===== src/rtl/la_pkg.sv =====
// Shared types and helpers for the logic analyzer trigger stages.
// Holds the UART receiver state encoding and the masked byte compare.
package la_pkg;

  typedef enum logic [2:0] {
    IDLE,
    START,
    DATA,
    STOP,
    BREAK
  } uart_rx_state_t;

  localparam int MIN_BAUD = 4;

  // Mask bit set means that bit position is ignored.
  function automatic logic masked_eq(
    input logic [7:0] data,
    input logic [7:0] match,
    input logic [7:0] mask
  );
    return ((data ^ match) & ~mask) == 8'h00;
  endfunction

endpackage


===== src/rtl/bit_sync.sv =====
// Multi-flop synchronizer for one asynchronous input line.
// STAGES must be 2 or more; clr forces every flop to RST_VAL.
module bit_sync #(
  parameter int   STAGES  = 2,
  parameter logic RST_VAL = 1'b1
) (
  input  logic clk,
  input  logic clr,
  input  logic d,
  output logic q
);

  logic [STAGES-1:0] ff;

  // Shift the line through the flop chain.
  always_ff @(posedge clk) begin
    if (clr) ff <= {STAGES{RST_VAL}};
    else     ff <= {ff[STAGES-2:0], d};
  end

  assign q = ff[STAGES-1];

endmodule


===== src/rtl/uart_prot_trig.sv =====
// UART 8N1 receiver with masked byte-match trigger pulse.
// Samples each bit at its centre, counted from the synced start edge.
module uart_prot_trig
  import la_pkg::*;
#(
  parameter int BAUD_W      = 16,
  parameter int SYNC_STAGES = 2
) (
  input  logic              clk,
  input  logic              rst,
  input  logic              RX,
  input  logic [BAUD_W-1:0] baud_cnt,
  input  logic [7:0]        match,
  input  logic [7:0]        mask,
  input  logic              en,
  output logic              byte_vld,
  output logic [7:0]        rx_byte,
  output logic              UARTtrig,
  output logic              frm_err
);

  uart_rx_state_t    state, nxt;
  logic              clr;
  logic              rx_s, rx_s_prev;
  logic              fall, tick;
  logic [BAUD_W-1:0] baud_eff;
  logic [BAUD_W-1:0] half_m1, full_m1;
  logic [BAUD_W-1:0] cnt;
  logic [2:0]        bit_cnt;
  logic [7:0]        sh;
  logic              ld_half, ld_full, dec;
  logic              shift, bits_clr;
  logic              done_ok, done_err;

  assign clr = rst | ~en;

  bit_sync #(
    .STAGES (SYNC_STAGES),
    .RST_VAL(1'b1)
  ) u_sync (
    .clk(clk),
    .clr(clr),
    .d  (RX),
    .q  (rx_s)
  );

  // Previous synced level for start-edge detection.
  always_ff @(posedge clk) begin
    if (clr) rx_s_prev <= 1'b1;
    else     rx_s_prev <= rx_s;
  end

  assign fall = rx_s_prev & ~rx_s;
  assign tick = (cnt == '0);

  assign baud_eff = (baud_cnt < BAUD_W'(MIN_BAUD))
                  ? BAUD_W'(MIN_BAUD) : baud_cnt;
  // Counters reload one short so a sample lands exactly
  // half a bit, then whole bits, after the start edge.
  assign half_m1  = (baud_eff >> 1) - BAUD_W'(1);
  assign full_m1  = baud_eff - BAUD_W'(1);

  // State register.
  always_ff @(posedge clk) begin
    if (clr) state <= IDLE;
    else     state <= nxt;
  end

  // Next-state decode.
  always_comb begin
    nxt = state;
    unique case (state)
      IDLE:  if (fall) nxt = START;
      START: if (tick) nxt = rx_s ? IDLE : DATA;
      DATA:  if (tick && bit_cnt == 3'd7) nxt = STOP;
      STOP:  if (tick) nxt = rx_s ? IDLE : BREAK;
      BREAK: if (rx_s) nxt = IDLE;
      default: nxt = IDLE;
    endcase
  end

  // Datapath strobes per state.
  always_comb begin
    ld_half  = 1'b0;
    ld_full  = 1'b0;
    dec      = 1'b0;
    shift    = 1'b0;
    bits_clr = 1'b0;
    done_ok  = 1'b0;
    done_err = 1'b0;
    unique case (state)
      IDLE:  ld_half = fall;
      START: begin
        if (!tick) dec = 1'b1;
        else if (!rx_s) begin
          ld_full  = 1'b1;
          bits_clr = 1'b1;
        end
      end
      DATA: begin
        if (!tick) dec = 1'b1;
        else begin
          shift   = 1'b1;
          ld_full = 1'b1;
        end
      end
      STOP: begin
        if (!tick) dec = 1'b1;
        else begin
          done_ok  = rx_s;
          done_err = ~rx_s;
        end
      end
      default: ;
    endcase
  end

  // Counters, shift register and registered output pulses.
  always_ff @(posedge clk) begin
    if (rst) begin
      cnt      <= '0;
      bit_cnt  <= '0;
      sh       <= '0;
      rx_byte  <= '0;
      byte_vld <= 1'b0;
      UARTtrig <= 1'b0;
      frm_err  <= 1'b0;
    end else if (!en) begin
      cnt      <= '0;
      bit_cnt  <= '0;
      byte_vld <= 1'b0;
      UARTtrig <= 1'b0;
      frm_err  <= 1'b0;
    end else begin
      byte_vld <= done_ok;
      UARTtrig <= done_ok & masked_eq(sh, match, mask);
      frm_err  <= done_err;
      if (done_ok) rx_byte <= sh;
      if (ld_half)      cnt <= half_m1;
      else if (ld_full) cnt <= full_m1;
      else if (dec)     cnt <= cnt - BAUD_W'(1);
      if (bits_clr)   bit_cnt <= '0;
      else if (shift) bit_cnt <= bit_cnt + 3'd1;
      if (shift) sh <= {rx_s, sh[7:1]};
    end
  end

endmodule


===== config.mk =====
export PLATFORM = sky130hd
export DESIGN_NAME = uart_prot_trig
export DESIGN_NICKNAME = d
export VERILOG_FILES = /design/src/rtl/la_pkg.sv /design/src/rtl/bit_sync.sv /design/src/rtl/uart_prot_trig.sv
export SDC_FILE = /design/constraint.sdc
export NUM_CORES = 1
export LEC_CHECK = 0
export BUFFER_PORTS_ARGS = -buffer_cell sky130_fd_sc_hd__buf_2
export CAP_MARGIN = 5
export CORE_UTILIZATION = 28
export DETAILED_ROUTE_END_ITERATION = 8
export PLACE_DENSITY = 0.52
export SETUP_SLACK_MARGIN = 0.02
export SYNTH_ARGS = -nofsm -noshare
export SYNTH_HDL_FRONTEND = slang
export SYNTH_SLANG_ARGS = --single-unit

===== constraint.sdc =====
create_clock -name clk -period 2.98 [get_ports clk]
set_input_delay 0.298 -clock clk [delete_from_list [all_inputs] [get_ports clk]]
set_output_delay 0.298 -clock clk [all_outputs]
set_load 0.005 [all_outputs]

==> flow_summary.json <==
{
  "place_ws_ns": 0.173,
  "synth_area_um2": 2780,
  "drt_iter0_markers": 147,
  "period_minus_slack_ns": 2.77,
  "crit_fanout": 11,
  "pwr-share-comb_pct": 12.9,
  "p_seq_share_pct": 47.6,
  "setup_tns_ns": 0,
  "stdcell_area_um2": 3300,
  "critical_path_buf_inv_count": 0,
  "rows": 36,
  "routedWlPerCell_um": 15.9,
  "yosysMostFrequentCell": "dfxtp_1",
  "path_cells": "or3b_4, nor2_8, mux2_2, a211o_1, or3_4, or4b_1, nand3_1",
  "dp_hpwl_um": 6060,
  "fin_skew_ns": 0.0144,
  "grt_pass1_vias": 2690,
  "clk_latency_ns": 0.31,
  "netlist_top_cells_area": "dfxtp_1, mux2i_1, nand3_1, xnor2_1, a21oi_1",
  "num_vias": 2771,
  "synth_sequential_area_ratio_pct": 31.6,
  "critical_path_class": "flop to flop",
  "cts_tree": "built",
  "power.density_nw_per_um2": 379,
  "htreeDepth": 2,
  "pin_count": 47,
  "viasPerCell": 5.34,
  "fin_ws_ns": 0.213,
  "antenna_found_initial": 0,
  "worstMarginPinSlew_ns": 0.851,
  "cp_slowest_stage_delay_ns": 0.51,
  "clock_sinks": 44,
  "async_flop_share_pct": 0,
  "peakVddDrop_mv": 0.181,
  "yosys_warnings": 0,
  "clock_path_buffers": 2,
  "achievable-frequency_ghz": 0.361,
  "synth_edf_count": 0,
  "synth_fp_nets": 377,
  "end_kind": "flop",
  "swShare_pct": 27.2,
  "startpoint_type": "flop",
  "io_buffers": 46,
  "synth.distinct_cells": 63,
  "grtUsageTotal_pct": 16.7,
  "globalRouteOverflowTotal": 0,
  "min_path_cells": 2,
  "synth_top_cell_area_share_pct": 31.6,
  "cts_buffers": 5,
  "final_util_pct": 34.1,
  "floorplan.die.width_um": 102,
  "status": "finished, final reports clean",
  "cts-resized-gates": 0,
  "die_h_um": 102,
  "syn_to_final_growth_pct": 18.6,
  "antenna_left": 0,
  "final_max_slew_viol_count": 0,
  "cts_setup_buffers": 0,
  "finalSetupViolations": 0,
  "drc": 0,
  "multi_input_area_um2": 1770,
  "gp_congestion": 0.914,
  "cp.required_ns": 3.24,
  "antenna_cells": 0,
  "p_int_uw": 910,
  "synth-seq-cells": 44,
  "reg2regPathDepth": 7,
  "seq_area_um2": 881,
  "crit_arrival_ns": 3.03,
  "synth_common_cells": "dfxtp_1, nand3_1, nor2_1",
  "switchingPower_uw": 341,
  "start_util_pct": 28.7,
  "cts_root_buf": "clkbuf_8",
  "grt_max_degree": 21,
  "p_total_uw": 1250,
  "p_clk_share_pct": 39.5,
  "synthCells": 338,
  "synth_flop_cell": "dfxtp_1",
  "slew_headroom_pct": 43.2,
  "core_um2": 9680,
  "p_leak_uw": 0.00134,
  "drive_gt1_share_pct": 24.1,
  "path_clk_slew_ns": 0.10,
  "die-area_um2": 10300,
  "wl_um": 8260,
  "fin_nets": 424,
  "maxCapViolCount": 0,
  "cp_slowest_cell": "or4b_1",
  "yosysTopAreaCell": "dfxtp_1",
  "cp.depth": 7,
  "min-delay-path-class": "primary input to flop",
  "grt_pass1_wl_um": 13400,
  "hold_viol_final": 0,
  "critPathTopFamily": "simple AND/OR/NAND/NOR gates",
  "dr.pass1.iters": 4,
  "timing.final.crit_share_pct": 92.8,
  "nFillCells": 1032,
  "avgSynthCellArea_um2": 8.24,
  "postCtsHoldBufs": 0,
  "dpl_cell_area_um2": 3190,
  "rsz0062_at_grt": "no"
}
==> layer usage <==
metal  wire length, um  track usage [%]  part of all wire, %
met2              3810             28.4                   46
met5                 0                0                    0
met3               431             2.42                  5.2
met1              3910             21.9                   47
met4               104             4.57                  1.3
==> logic make-up after synthesis <==
family          Yosys count  share of synthesized area, %
mux                      24                          8.81
xor+xnor                 13                          4.09
buf+inv                  28                          4.90
compound gates           83                          20.4
flops                    44                          31.6
simple gates            143                          28.9
fa+ha+maj                 3                          1.35
==> path summary, 6_finish.rpt <==
check / end / slack [ns] / startpoint
setup / recovery: cnt[14] / 0.21 / state[1]
hold / removal: u_sync.ff[0] / 0.17 / RX
setup reg to reg: cnt[14] / 0.21 / state[1]
hold reg to reg: u_sync.ff[1] / 0.43 / u_sync.ff[0]
==> layout make-up <==
type	instances	area share (%)
flip-flops and latches	44	26.7
repair buffers	62	10.6
clock inverters	3	1.40
inverters	6	0.682
well taps	133	5.04
clock buffers	5	2.08
multi-input cells	266	53.5
==> state kept, by name, indices dropped and copies added, names as in the netlist <==
name / count
frm_err: 1
state: 3
rx_s_prev: 1
cnt: 16
UARTtrig: 1
sh: 8
rx_byte: 8
byte_vld: 1
bit_cnt: 3
u_sync.ff: 2
==> power by group through the flow <==
stage          Combinational, uW  Clock, uW  Sequential [uW]
4_1_cts                      161        505              595
3_3_place_gp                 159          0              609
3_5_place_dp                 160          0              609
2_1_floorplan               96.1          0              607
6_report                     161        494              595
5_1_grt                      177        529              596
==> layout by cell type (no fill, tap or decap), drive strengths merged, types with 7 or more instances in the layout <==
cell type and instances:
and3 11, nor2 28, xnor2 13, a21oi 21, mux2i 20, nand3 26, nand2 21, nor4 11
nor3 12, buf 62, o21ai 17, inv 7, dfxtp 44
==> per-stage QoR <==
step           cells  hold slack (ns)
6_report         519            0.171
5_1_grt          519            0.168
2_1_floorplan    338            0.386
3_3_place_gp     511            0.436
4_1_cts          519            0.175
3_5_place_dp     511            0.436
(Power assumes the default switching activity.)
